$ cat src/rtl/prim_rom_pkg.sv
// Shared types for the ROM macro family: configuration bundle carried to the storage macro.
package prim_rom_pkg;

  typedef struct packed {
    logic       cfg_en;
    logic [3:0] cfg;
  } rom_cfg_t;

  localparam rom_cfg_t ROM_CFG_DEFAULT = '0;

endpackage

$ cat src/rtl/prim_rom.sv
// Single-cycle ROM macro: data for an address presented with req_i appears on rdata_o next cycle.
module prim_rom
  import prim_rom_pkg::*;
#(
  parameter int    Width       = 32,
  parameter int    Depth       = 2048,
  parameter string MemInitFile = "",
  localparam int   Aw          = $clog2(Depth)
) (
  input  logic             clk_i,
  input  logic             req_i,
  input  logic [Aw-1:0]    addr_i,
  output logic [Width-1:0] rdata_o,
  input  rom_cfg_t         cfg_i
);

  logic [Width-1:0] rdata_q;
  logic             unused_cfg;
  logic             unused_init;

  // Contents are an address-derived pattern; each 32-bit slice i uses (addr + i) * golden ratio.
  function automatic logic [Width-1:0] rom_word(input logic [Aw-1:0] a);
    logic [31:0]      chunk;
    logic [Width-1:0] w;
    w = '0;
    for (int i = 0; i < Width; i++) begin
      chunk = ((32'(a) + 32'(i >> 5)) * 32'h9E37_79B9) ^ 32'h5A5A_C3C3;
      w[i]  = chunk[i[4:0]];
    end
    return w;
  endfunction

  always_ff @(posedge clk_i) begin
    if (req_i) begin
      rdata_q <= rom_word(addr_i);
    end
  end

  assign rdata_o     = rdata_q;
  assign unused_cfg  = ^cfg_i;
  assign unused_init = (MemInitFile != "");

endmodule

$ cat src/rtl/prim_rom_pipe_fifo.sv
// Fall-through response FIFO: an arriving push is visible on the outputs in the same cycle when empty.
module prim_rom_pipe_fifo #(
  parameter int Width = 32,
  parameter int Depth = 2
) (
  input  logic             clk_i,
  input  logic             rst_i,
  input  logic             push_i,
  input  logic [Width-1:0] push_data_i,
  input  logic             pop_i,
  output logic             valid_o,
  output logic [Width-1:0] data_o,
  output logic             empty_o,
  output logic             full_o
);

  localparam int PtrW = (Depth > 1) ? $clog2(Depth) : 1;
  localparam int CntW = $clog2(Depth + 1);
  localparam logic [PtrW-1:0] LastPtr = PtrW'(Depth - 1);

  logic [Width-1:0] mem [Depth];
  logic [PtrW-1:0]  wr_ptr_q, wr_ptr_d;
  logic [PtrW-1:0]  rd_ptr_q, rd_ptr_d;
  logic [CntW-1:0]  cnt_q, cnt_d;
  logic             wr_en;
  logic             rd_en;

  assign empty_o = (cnt_q == '0);
  assign full_o  = (cnt_q == CntW'(Depth));
  assign valid_o = !empty_o || push_i;
  assign data_o  = empty_o ? push_data_i : mem[rd_ptr_q];

  // A push that is consumed while passing through an empty FIFO is never stored.
  always_comb begin
    wr_en    = push_i && !(empty_o && pop_i);
    rd_en    = pop_i && !empty_o;
    wr_ptr_d = wr_ptr_q;
    rd_ptr_d = rd_ptr_q;
    cnt_d    = cnt_q;
    if (wr_en) begin
      wr_ptr_d = (wr_ptr_q == LastPtr) ? '0 : wr_ptr_q + PtrW'(1);
    end
    if (rd_en) begin
      rd_ptr_d = (rd_ptr_q == LastPtr) ? '0 : rd_ptr_q + PtrW'(1);
    end
    case ({wr_en, rd_en})
      2'b10:   cnt_d = cnt_q + CntW'(1);
      2'b01:   cnt_d = cnt_q - CntW'(1);
      default: cnt_d = cnt_q;
    endcase
  end

  always_ff @(posedge clk_i or posedge rst_i) begin
    if (rst_i) begin
      wr_ptr_q <= '0;
      rd_ptr_q <= '0;
      cnt_q    <= '0;
    end else begin
      wr_ptr_q <= wr_ptr_d;
      rd_ptr_q <= rd_ptr_d;
      cnt_q    <= cnt_d;
    end
  end

  always_ff @(posedge clk_i) begin
    if (wr_en) begin
      mem[wr_ptr_q] <= push_data_i;
    end
  end

  a_no_push_full: assert property (@(posedge clk_i) disable iff (rst_i) !(push_i && full_o));

endmodule

$ cat src/rtl/prim_rom_pipe.sv
// ROM read port with configurable read latency, credit-limited grant and a fall-through response buffer.
// Valid/ready: a response transfers in any cycle with rvalid_o & rready_i; while rvalid_o is high and
// rready_i is low, rvalid_o and rdata_o hold. A request transfers in any cycle with req_i & gnt_o.
module prim_rom_pipe
  import prim_rom_pkg::*;
#(
  parameter int    Width       = 32,
  parameter int    Depth       = 2048,
  parameter string MemInitFile = "",
  parameter int    Latency     = 1,
  parameter int    RspDepth    = 2,
  localparam int   Aw          = $clog2(Depth)
) (
  input  logic             clk_i,
  input  logic             rst_i,
  input  logic             req_i,
  output logic             gnt_o,
  input  logic [Aw-1:0]    addr_i,
  output logic             rvalid_o,
  input  logic             rready_i,
  output logic [Width-1:0] rdata_o,
  output logic             idle_o,
  input  rom_cfg_t         cfg_i
);

  localparam int CntW = $clog2(RspDepth + 1);

  typedef struct packed {
    logic             valid;
    logic [Width-1:0] data;
  } stage_t;

  if (Latency < 1 || RspDepth < 1) begin : g_param_check
    $error("prim_rom_pipe: Latency and RspDepth must both be at least 1");
  end

  logic [CntW-1:0]  cnt_q, cnt_d;
  logic             accept;
  logic             pop;
  logic             rom_valid_q;
  logic [Width-1:0] rom_rdata;
  stage_t           pipe [Latency];
  logic             fifo_valid;
  logic [Width-1:0] fifo_data;
  logic             fifo_empty;
  logic             fifo_full;

  // cnt covers reads in flight plus buffered responses, so the FIFO can never overflow.
  assign gnt_o  = (cnt_q < CntW'(RspDepth));
  assign accept = req_i && gnt_o;
  assign pop    = rvalid_o && rready_i;
  assign idle_o = (cnt_q == '0);

  always_comb begin
    cnt_d = cnt_q;
    if (accept && !pop) begin
      cnt_d = cnt_q + CntW'(1);
    end else if (!accept && pop) begin
      cnt_d = cnt_q - CntW'(1);
    end
  end

  always_ff @(posedge clk_i or posedge rst_i) begin
    if (rst_i) begin
      cnt_q       <= '0;
      rom_valid_q <= 1'b0;
    end else begin
      cnt_q       <= cnt_d;
      rom_valid_q <= accept;
    end
  end

  prim_rom #(
    .Width      (Width),
    .Depth      (Depth),
    .MemInitFile(MemInitFile)
  ) u_rom (
    .clk_i  (clk_i),
    .req_i  (accept),
    .addr_i (addr_i),
    .rdata_o(rom_rdata),
    .cfg_i  (cfg_i)
  );

  assign pipe[0] = '{valid: rom_valid_q, data: rom_rdata};

  // Only the valid bit of each stage is reset; data simply follows.
  for (genvar i = 1; i < Latency; i++) begin : g_stage
    stage_t stage_q;
    always_ff @(posedge clk_i or posedge rst_i) begin
      if (rst_i) begin
        stage_q.valid <= 1'b0;
      end else begin
        stage_q <= pipe[i-1];
      end
    end
    assign pipe[i] = stage_q;
  end

  prim_rom_pipe_fifo #(
    .Width(Width),
    .Depth(RspDepth)
  ) u_fifo (
    .clk_i      (clk_i),
    .rst_i      (rst_i),
    .push_i     (pipe[Latency-1].valid),
    .push_data_i(pipe[Latency-1].data),
    .pop_i      (pop),
    .valid_o    (fifo_valid),
    .data_o     (fifo_data),
    .empty_o    (fifo_empty),
    .full_o     (fifo_full)
  );

  assign rvalid_o = fifo_valid;
  assign rdata_o  = fifo_valid ? fifo_data : '0;

  a_req_known:    assert property (@(posedge clk_i) disable iff (rst_i) !$isunknown(req_i));
  a_rready_known: assert property (@(posedge clk_i) disable iff (rst_i) !$isunknown(rready_i));
  a_cnt_bound:    assert property (@(posedge clk_i) disable iff (rst_i) cnt_q <= CntW'(RspDepth));
  a_rsp_stable:   assert property (@(posedge clk_i) disable iff (rst_i)
                                   (rvalid_o && !rready_i) |=> (rvalid_o && $stable(rdata_o)));

endmodule

$ cat config.mk
export PLATFORM = sky130hd
export DESIGN_NAME = prim_rom_pipe
export DESIGN_NICKNAME = d
export VERILOG_FILES = /design/src/rtl/prim_rom_pkg.sv /design/src/rtl/prim_rom.sv /design/src/rtl/prim_rom_pipe_fifo.sv /design/src/rtl/prim_rom_pipe.sv
export SDC_FILE = /design/constraint.sdc
export NUM_CORES = 1
export LEC_CHECK = 0
export CAP_MARGIN = 20
export CORE_MARGIN = 2
export CORE_UTILIZATION = 55
export DETAILED_ROUTE_END_ITERATION = 12
export DONT_BUFFER_PORTS = 1
export GPL_TIMING_DRIVEN = 0
export PLACE_DENSITY = 0.7
export SYNTH_ARGS = -nofsm -noshare
export SYNTH_HDL_FRONTEND = slang
export SYNTH_SLANG_ARGS = --single-unit
$ cat constraint.sdc
create_clock -name clk_i -period 5.55 [get_ports clk_i]
set_input_delay 0.555 -clock clk_i [delete_from_list [all_inputs] [get_ports clk_i]]
set_output_delay 0.555 -clock clk_i [all_outputs]
set_load 0.005 [all_outputs]
; After elaboration in Yosys (flattened, before gate mapping)
; Memories as Yosys holds them, arrays and structs flattened.
; Cells that the tools add are included.
[word_totals]
ff_bits = 39
latch_bits = 0
mem_bits_rw = 64
romBits = 0
input_bits = 20
memories = 1
[classes]
addsub = 6
multipliers = 1
n_div = 0
order_cmp = 1
n_eq_ne = 2
shift = 0
mux = 9
bitwise = 1
reduce_logical = 16
[memory_table]
columns = name, depth, width, read_ports, rd_ports_with_merged_regs, wr, line
row1 = u_fifo.mem, 2, 32, 1, 0, 1, prim_rom_pipe_fifo.sv:21  ; logic [Width-1:0] mem [Depth];
[ops]
columns = op, count
row1 = $mux 32, 2
row2 = $mul 11x32->32 const B, 1
row3 = $not 16->16, 1
row4 = $logic_and 1x1->1, 7
row5 = $add 2x1->2 const B, 2
row6 = $logic_not 1->1, 4
row7 = $logic_not 2->1, 2
row8 = $mux 1, 4
row9 = $mux 2, 2
row10 = $pmux 2 s2, 1
row11 = $reduce_bool 2->1, 2
row12 = $sub 2x1->2 const B, 2
row13 = $add 1x1->1 const B, 2
row14 = $eq 2x1->1 const B, 1
row15 = $eq 2x2->1 const B, 1
row16 = $lt 2x2->1 const B, 1
row17 = $logic_or 1x1->1, 1

; Depth between registers and ports, before layout
; Gate-level depths: netlist of the first run.
[logic_depth]
ltp_word = 9
depth_mapped = 18
depth_no_buf = 18

; Modules after synthesis
; From an unflattened synthesis of the first run, not the netlist that was laid out.
[unflattened]
hier_cells = 808
hier_area_um2 = 8994.9
[modules_own_cells]
columns = mod, n_inst, cells_each, area_per_inst_um2, seq_area_each_um2
row1 = prim_rom, 1, 567, 5801.8, 960.9
row2 = prim_rom_pipe_fifo, 1, 192, 2835.2, 2021.9
row3 = prim_rom_pipe, 1, 49, 357.8, 75.1

; Worst setup path before layout of the first run
; No wires, ideal clock.
[synth_timing]
kind = in2reg
start = input port addr_i[2]
end = register u_rom.rdata_q[31], in the netlist u_rom.rdata_o[31], data pin
setup_time_ns = 0.260
t_arrival_ns = 4.704
required_time_ns = 5.290
setup_slack_ns = 0.586
cell_stages = 17
cell_sequence = fa_1 -> inv_1 -> fa_1 -> inv_1 -> fa_1 -> fa_1 -> inv_1 -> fa_1 -> inv_1 -> ha_1 -> nand2_1 -> nor2_1 -> a211oi_1 -> o221ai_2 -> a41o_1 -> a21o_1 -> xnor2_1
[synth_between]
elab_chain_cells = 1
[synth_lines]
columns = item, line
row1 = start: declaration, prim_rom_pipe.sv:18  ; input logic [Aw-1:0] addr_i,
row2 = $mul 11x32->32, -
row3 = end signal: assignment, prim_rom.sv:35  ; rdata_q <= rom_word(addr_i);
row4 = end: declaration, prim_rom.sv:17  ; logic [Width-1:0] rdata_q;
; No other way between the ends.
; A chain may end at the register's enable or synchronous reset.

; Final worst setup path of the first run
[layout_timing]
start = input port addr_i[2]
end = register u_rom.rdata_q[29], in the netlist u_rom.rdata_o[29], data pin
; Same word-level chain as after synthesis.

==> flow_summary.yaml, run 1 <==
worst_setup_path:
  reg2reg_from: "u_fifo.cnt_q[0]$_DFFE_PP0P_"
  critPathRequiredTime_ns: 5.64
  crit_type: "input pin to register"
  cp.arrival_ns: 5.32
  r2r_setup_slack_ns: 3.35
  startpoint_type: "input pin"
  cp_max_fo: 8
  worst_setup_path_end_kind: "register"
  reg2reg_depth: 5
  r2r-end: "u_fifo.mem[0][4]$_DFFE_PP_"
logic_synthesis:
  synth.distinct_cells: 40
  synth_top_family_by_area: "adder cells"
  syn_area_um2: 8620
  synth_ff_type: "edfxtp_1"
  synth_xor_xnor_area_share: 0.0427
  synth_compound_area_frac: 0.0778
  synth-simple-area-share: 0.0525
  syn_avg_cell_area_um2: 11.5
  netlist_instances: 750
  async_reset_ff_frac: 0.0680
  yosys_warnings: 0
  synth-seq-cells: 103
  synth_fa_ha_area_frac: 0.349
  synth_fp_nets: 951
  synthMuxAreaShare: 0.0372
  yosysSeqAreaShare: 0.355
  synth-edff-count: 96
timing:
  finalHoldViolations: 0
  setup_viol: 0
  worst_pin_slew_ns: 0.950
  fin_skew_ns: 0.00788
  finalCritPeriodShare: 0.941
  slew_headroom: 0.365
  clock.fmax_ghz: 0.191
  finalWorstPathRequiredPeriod_ns: 5.22
  drv_slew: 0
  setup_tns_ns: 0
  grt_setup_unrepaired: "no"
drt:
  wl_per_cell_um: 17.6
  drt-initial-drc-count: 296
  drc: 0
  ant_nets: 0
  drt_pass1_iterations: 5
  dr_total_vias: 5164
  via_per_inst: 5.29
  routed_wl_um: 17100
clocking:
  hold_buffers: 0
  cts_resized: 0
  cts_tree: "yes"
  htree_levels: 3
  cts_num_sinks: 103
  clock_latency_ns: 0.34
  cts_buffers: 9
  path_clk_slew_ns: 0.07
  root_buffer: "clkbuf_16"
  cts_setup_buffers: 0
  clockBufferDepth: 2
floorplan:
  rows: 45
  io_pins: 55
  core_um2: 15300
  die_w_um: 129
  fp.dieArea_um2: 16700
  die_h_um: 129
  start_util: 0.565
grt:
  grt_overflow: 0
  grt_pass1_vias: 5588
  grt_use_met2: 0.386
  grt_use_met1: 0.284
  track_usage: 0.218
  grt_max_degree: 35
  grt_pass1_wl_um: 28000
  antenna_found_initial: 0
  use_met3: 0.0273
  grt-busiest-layer: "met2"
status:
  status: "complete, no violations"
cells_and_area:
  drive_above_1_share: 0.0418
  areaGrowthSynthToFinish_pct: 6.85
  diodes: 0
  nets: 962
placed_design:
  gp_congestion: 0.933
  place.detailed.hpwl_um: 14000
  portBuffers: 0
worst_hold_path:
  min_path_type: "input pin to async pin"
run:
  max_cap_violations: 0
[state kept, by name, summed over array words and instances (netlist names)]
| register | cells |
|---|---|
| u_fifo.cnt_q | 2 |
| u_fifo.wr_ptr_q | 1 |
| u_fifo.rd_ptr_q | 1 |
| u_fifo.mem | 64 |
| u_rom.rdata_o | 32 |
| cnt_q | 2 |
| rom_valid_q | 1 |
[cell families (layout without fill, tap and decap cells)]
group	count (synthesis)	count (layout)
flip-flops	103	103
buffers and inverters	198	214
XOR/XNOR	42	42
multiplexers	32	32
adder cells (fa/ha/maj)	181	181
AO/OA/AOI/OAI	102	102
AND/OR/NAND/NOR	92	92
[critical path: stages]
cell,delay (ns)
ha_1,0.41
fa_1,0.72
fa_1,0.49
fa_1,0.56
inv_1,0.06
fa_1,0.53
inv_1,0.04
ha_1,0.38
o211ai_1,0.14
o211ai_1,0.24
a41oi_2,0.27
o21ai_1,0.27
nor2b_1,0.30
a41oi_1,0.18
xnor2_1,0.15
[per-layer routing]
metal	up-vias	share of wire
met3	26	0.044
met2	123	0.50
met4	0	0.021
li1	2476	-
met1	2539	0.43
met5	-	0
[final cells by class]
cell class,instances,area (µm²)
Fill cell,1255,6050
Multi-Input combinational cell,449,4840
Sequential cell,103,3060
Inverter,182,683
Tap cell,211,264
Clock buffer,9,225
Clock inverter,7,85.1
Buffer,16,60.1
[how the worst max path moves through the flow]
stage	slack (ns)	start	to	depth (start not counted)
6_report	0.33	addr_i[2]	u_rom.rdata_o[29]$_DFFE_PP_	15
5_1_grt	0.21	addr_i[5]	u_rom.rdata_o[29]$_DFFE_PP_	18
4_1_cts	0.41	addr_i[2]	u_rom.rdata_o[29]$_DFFE_PP_	15
3_5_place_dp	0.06	addr_i[2]	u_rom.rdata_o[29]$_DFFE_PP_	15
3_3_place_gp	0.11	addr_i[2]	u_rom.rdata_o[29]$_DFFE_PP_	15
2_1_floorplan	0.59	addr_i[2]	u_rom.rdata_o[31]$_DFFE_PP_	17
[synthesized netlist by cell type (all sizes together), types with 7 or more instances]
| master | number | share of area |
|---|---|---|
| nor2 | 14 | 0.0061 |
| ha | 82 | 0.12 |
| a21o | 12 | 0.010 |
| nand2 | 22 | 0.0096 |
| edfxtp | 96 | 0.33 |
| nand3 | 37 | 0.021 |
| mux2i | 32 | 0.037 |
| xnor2 | 22 | 0.022 |
| dfrtp | 7 | 0.020 |
| inv | 182 | 0.079 |
| xor2 | 20 | 0.020 |
| clkbuf | 12 | 0.0052 |
| a21oi | 24 | 0.014 |
| o21ai | 46 | 0.028 |
| fa | 99 | 0.23 |
[per-stage QoR]
step	instances	instance area, µm²	util	hold slack, ns	worst slack (ns)
2_1_floorplan	750	8620	-	0.358	0.586
3_3_place_gp	961	8880	0.582	0.377	0.105
3_5_place_dp	961	8900	0.583	0.384	0.0556
4_1_cts	977	9210	0.604	0.0122	0.407
5_1_grt	977	9210	0.604	0.0292	0.213
6_report	977	9210	0.604	0.00985	0.326
[cells in the final DEF (no fill, tap or decap), types with 2 or more instances in the layout]
cell,Yosys,layout
inv_1,182,182
fa_1,99,99
edfxtp_1,96,96
ha_1,82,82
o21ai_0,43,43
nand3_1,37,37
mux2i_1,32,32
a21oi_1,24,24
nand2_1,22,22
xnor2_1,22,22
xor2_1,20,20
nor2_1,14,13
clkbuf_1,12,12
a21o_1,12,12
clkbuf_16,0,9
dfrtp_1,7,7
nor2b_1,6,5
inv_6,0,5
buf_1,4,4
nand2b_1,4,4
a31oi_1,3,3
o31ai_2,3,3
nor3_1,2,2
and3_1,3,2
o211ai_1,2,2
a211oi_1,2,2
o21ai_1,2,2
Power of run 1 is left out: the tool's default activity adds up to more than one toggle a clock period on the data nets, which glitch-free logic cannot reach.
==> run 2, diff against run 1 <==
==> constraint.sdc (replaced) <==
create_clock -name clk_i -period 5.55 [get_ports clk_i]
set_input_delay 1.665 -clock clk_i [delete_from_list [all_inputs] [get_ports clk_i]]
set_output_delay 1.665 -clock clk_i [all_outputs]
set_load 0.005 [all_outputs]
==> run 2 against run 1 <==
The run now ends with negative setup slack left. Critical path type unchanged. Flip-flop and latch count unchanged. Global-route usage is 1.1 points higher. Die area unchanged. Setup slack got worse by 0.53 ns.
==> flow_summary.yaml, run 2 (synthesized netlist as in run 1, its figures left out) <==
drt:
  drt_pass1_iterations: 5
  dr_total_vias: 5327
  drt-initial-drc-count: 222
  wl_per_cell_um: 17.8
  drc: 0
  routed_wl_um: 17900
  via_per_inst: 5.30
  ant_nets: 0
worst_setup_path:
  reg2reg_depth: 5
  reg2reg_from: "u_fifo.cnt_q[0]$_DFFE_PP0P_"
  crit_top_cell: "fa_1"
  r2r_setup_slack_ns: 3.33
  r2r-end: "u_fifo.mem[0][3]$_DFFE_PP_"
  slowest_delay_ns: 0.62
  startpoint_type: "input pin"
  cp_max_fo: 6
  crit_family: "adder cells"
  critPathRequiredTime_ns: 5.62
  crit_type: "input pin to register"
  worstPathCellList: "fa_2, inv_2, fa_1, inv_1, fa_1, fa_1, inv_2, fa_1, inv_2, ha_4, nand2_4, nor2_4, a211oi_4, o221ai_4, a41o_1, a21o_1, xnor2_2"
  cp.arrival_ns: 5.82
  worst-path-buf-inv: 4
  critPathSlowestCell: "fa_2"
  worst_setup_path_end_kind: "register"
timing:
  whs_ns: 0.481
  worst_pin_slew_ns: 0.954
  fin_skew_ns: 0.00546
  setup_viol: 11
  clock.fmax_ghz: 0.174
  drv_slew: 0
  finalCritPeriodShare: 1.04
  worst_slack_ns: -0.200
  grt_setup_unrepaired: "yes"
  slew_headroom: 0.363
  finalHoldViolations: 0
  finalWorstPathRequiredPeriod_ns: 5.75
cells_and_area:
  fin_util: 0.649
  largest_reg_flops: 64
  areaGrowthSynthToFinish_pct: 14.8
  regMostFlops: "u_fifo.mem"
  drive_above_1_share: 0.165
  final_cell_mix: "176 x inv_1, 96 x edfxtp_1, 88 x fa_1"
  nets: 991
  fin_area_um2: 9900
  diodes: 0
  final_common_cell: "inv_1"
floorplan:
  start_util: 0.565
  fp.dieArea_um2: 16700
  rows: 45
  io_pins: 55
  die_h_um: 129
  core_um2: 15300
  die_w_um: 129
worst_hold_path:
  min_from: "u_rom.rdata_o[25]$_DFFE_PP_"
  holdPathEnd: "u_fifo.mem[0][25]$_DFFE_PP_"
  min_delay_path_depth: 0
  min_path_type: "register to register"
status:
  status: "complete, but fails checks"
  violations: "negative setup slack"
clocking:
  clockBufferDepth: 2
  hold_buffers: 0
  cts_buffers: 9
  htree_levels: 3
  path_clk_slew_ns: 0.07
  cts_num_sinks: 103
  root_buffer: "clkbuf_16"
  cts_tree: "yes"
  clock_latency_ns: 0.34
grt:
  track_usage: 0.229
  antenna_found_initial: 0
  grt_pass1_wl_um: 29100
  grt_pass1_vias: 5778
  grt_max_degree: 35
  grt_overflow: 0
placed_design:
  portBuffers: 0
  gp_congestion: 0.909
  place.detailed.hpwl_um: 14400
  dpl-instance-area_um2: 9150
run:
  max_cap_violations: 0
## run 2: cell types whose count changed in the layout (fill, tap and decap cells not counted), moves of 9 or more
cell	before	now
fa_2	0	11
fa_1	99	88
a21oi_1	24	15
ha_1	82	61
ha_4	0	16
buf_4	0	22
## run 2: final cells by class
type	instances	area, µm²
Timing Repair Buffer	29	253
Clock inverter	7	55.1
Multi-Input combinational cell	449	5300
Clock buffer	9	225
Sequential cell	103	3060
Inverter	182	683
Buffer	16	63.8
Tap cell	211	264
Fill cell	1164	5360
## run 2: how the worst max path moves through the flow
| stage | endpoint | startpoint | cells past startpoint | slack [ns] |
|---|---|---|---|---|
| 3_5_place_dp | u_rom.rdata_o[29]$_DFFE_PP_ | addr_i[7] | 15 | -0.67 |
| 3_3_place_gp | u_rom.rdata_o[29]$_DFFE_PP_ | addr_i[7] | 15 | -0.70 |
| 4_1_cts | u_rom.rdata_o[31]$_DFFE_PP_ | addr_i[2] | 17 | -0.14 |
| 2_1_floorplan | u_rom.rdata_o[24]$_DFFE_PP_ | addr_i[8] | 15 | -0.25 |
| 6_report | u_rom.rdata_o[31]$_DFFE_PP_ | addr_i[4] | 17 | -0.20 |
| 5_1_grt | u_rom.rdata_o[31]$_DFFE_PP_ | addr_i[8] | 15 | -0.30 |
## run 2: metrics by stage
stage               std cells  setup slack (ns)  setup TNS, ns
finish                   1006            -0.200          -1.24
global route             1006            -0.298          -2.55
CTS                      1000            -0.144         -0.837
detailed placement        961            -0.674          -6.89
global placement          961            -0.698          -6.69
floorplan                 750            -0.252          -1.75
## run 2: timing repair
item,CTS,global route
endpoints found under the hold margin,0,0
buffers inserted,23,6
setup endpoints to repair,9,14
pin swaps,33,12
cloned,0,0
gates resized for setup,38,18
## run 2: per-layer routing
layer  global-route usage  up-vias  wire length, µm
met5                    0        -                0
met4               0.0678        0              323
met3               0.0318       24              685
met2                0.411      133             9240
met1                0.289     2643             7660
li1                     -     2527                -
Power of run 2 is left out for the same reason.
==> run 3, diff against run 2 <==
--- a/config.mk
+++ b/config.mk
@@ -11,7 +11,7 @@
 export DETAILED_ROUTE_END_ITERATION = 12
 export DONT_BUFFER_PORTS = 1
 export GPL_TIMING_DRIVEN = 0
-export PLACE_DENSITY = 0.7
+export PLACE_DENSITY = 0.76
 export SYNTH_ARGS = -nofsm -noshare
 export SYNTH_HDL_FRONTEND = slang
 export SYNTH_SLANG_ARGS = --single-unit
==> run 3 against run 2 <==
The flow still finishes with violations (negative setup slack). Count of clock-buffer cells in the layout grew 1. Die area unchanged. Critical path depth decreased by 2. Cell area up 1.6%. Register-to-register slack barely moved. Global-route usage fell by 0.24 points. Hold slack lost 0.0098 ns. Maximum frequency up 1.4%. Clock skew up 0.0028 ns. Via count rose by 1.5%. Sequential share of layout area is 0.50 points lower.
==> flow_summary.yaml, run 3 (synthesized netlist as in run 1, its figures left out) <==
grt:
  grt_pass1_wl_um: 29100
  grt_overflow: 0
  track_usage: 0.226
  grt_pass1_vias: 5820
  grt_max_degree: 35
  antenna_found_initial: 0
floorplan:
  io_pins: 55
  rows: 45
  core_um2: 15300
  die_w_um: 129
  die_h_um: 129
  fp.dieArea_um2: 16700
  start_util: 0.565
drt:
  via_per_inst: 5.40
  dr_total_vias: 5406
  wl_per_cell_um: 18.1
  drc: 0
  ant_nets: 0
  drt_pass1_iterations: 5
  routed_wl_um: 18100
  drt-initial-drc-count: 304
placed_design:
  place.detailed.hpwl_um: 14200
  portBuffers: 0
  dp.cells: 961
  place_ws_ns: -0.688
  gp_congestion: 0.930
timing:
  worst_slack_ns: -0.118
  setup_viol: 8
  finalCritPeriodShare: 1.02
  clock.fmax_ghz: 0.176
  worst_pin_slew_ns: 0.944
  grt_setup_unrepaired: "yes"
  fin_skew_ns: 0.00824
  drv_slew: 0
  finalWorstPathRequiredPeriod_ns: 5.67
  setup_tns_ns: -0.648
  finalHoldViolations: 0
  slew_headroom: 0.369
worst_setup_path:
  slowest_delay_ns: 0.64
  critPathSlowestCell: "fa_2"
  r2r_setup_slack_ns: 3.33
  critPathRequiredTime_ns: 5.64
  worst_setup_path_end_kind: "register"
  worst-path-buf-inv: 2
  worstPathCellList: "fa_2, ha_4, fa_1, fa_1, inv_2, fa_1, inv_2, ha_4, o211ai_1, o211ai_1, a41oi_4, o21ai_2, nor2b_4, a41oi_2, xnor2_1"
  cp.arrival_ns: 5.76
  startpoint_type: "input pin"
  cp_max_fo: 5
  crit_type: "input pin to register"
  crit_top_cell: "fa_1"
  crit_family: "adder cells"
clocking:
  hold_buffers: 0
  cts_tree: "yes"
  htree_levels: 3
  clockBufferDepth: 2
  cts_buffers: 9
  cts_num_sinks: 103
  clock_latency_ns: 0.34
  root_buffer: "clkbuf_16"
  path_clk_slew_ns: 0.06
cells_and_area:
  drive_above_1_share: 0.182
  diodes: 0
  fin_util: 0.659
  final_common_cell: "inv_1"
  areaGrowthSynthToFinish_pct: 16.7
  largest_reg_flops: 64
  fillers: 1101
  regMostFlops: "u_fifo.mem"
  stdcell_count: 1002
  final_cell_mix: "166 x inv_1, 96 x edfxtp_1, 86 x fa_1"
  nets: 987
status:
  status: "complete, but fails checks"
  violations: "negative setup slack"
run:
  max_cap_violations: 0
worst_hold_path:
  min_path_type: "register to register"
-- run 3: layout make-up --
cell class                 instances  area [µm²]  area share
buffer                            16        63.8     0.00634
clock buffer                      10         229      0.0228
clock inverter                     6         180      0.0179
inverter                         182         683      0.0679
multi-input combinational        449        5390       0.535
sequential                       103        3060       0.304
tap                              211         264      0.0262
timing repair buffer              25         195      0.0194
-- run 3: final timing paths --
| path | from | to | depth (start not counted) |
|---|---|---|---|
| worst min register to register | u_rom.rdata_o[2]$_DFFE_PP_ | u_fifo.mem[1][2]$_DFFE_PP_ | 0 |
| max in group asynchronous | rst_i | u_fifo.wr_ptr_q$_DFFE_PP0P_ | 1 |
| worst min-delay path | u_rom.rdata_o[2]$_DFFE_PP_ | u_fifo.mem[1][2]$_DFFE_PP_ | 0 |
| min in group asynchronous | rst_i | rom_valid_q$_DFF_PP0_ | 1 |
| worst max-delay path | addr_i[7] | u_rom.rdata_o[29]$_DFFE_PP_ | 15 |
| worst max register to register | u_fifo.cnt_q[0]$_DFFE_PP0P_ | u_fifo.mem[0][4]$_DFFE_PP_ | 5 |
-- run 3: stage by stage --
| step | hold WS, ns | instance area (µm²) |
|---|---|---|
| after detailed placement | 0.460 | 9150 |
| final | 0.471 | 10100 |
| after global routing | 0.491 | 10100 |
| after CTS | 0.472 | 9840 |
| after global placement | 0.456 | 9140 |
| after floorplan | 0.446 | 8870 |
-- run 3: metal layers --
layer / vias up / GRT usage / part of all wire
met5: - / 0 / 0
met4: 0 / 0.0806 / 0.026
met3: 37 / 0.0372 / 0.043
met2: 130 / 0.402 / 0.51
met1: 2725 / 0.281 / 0.42
li1: 2514 / - / -
-- run 3: repair_timing --
action / in CTS / in global routing
setup buffers: 18 / 9
gates resized for setup: 39 / 40
setup endpoints to repair: 9 / 12
pin swaps: 26 / 34
Power of run 3 is left out for the same reason.
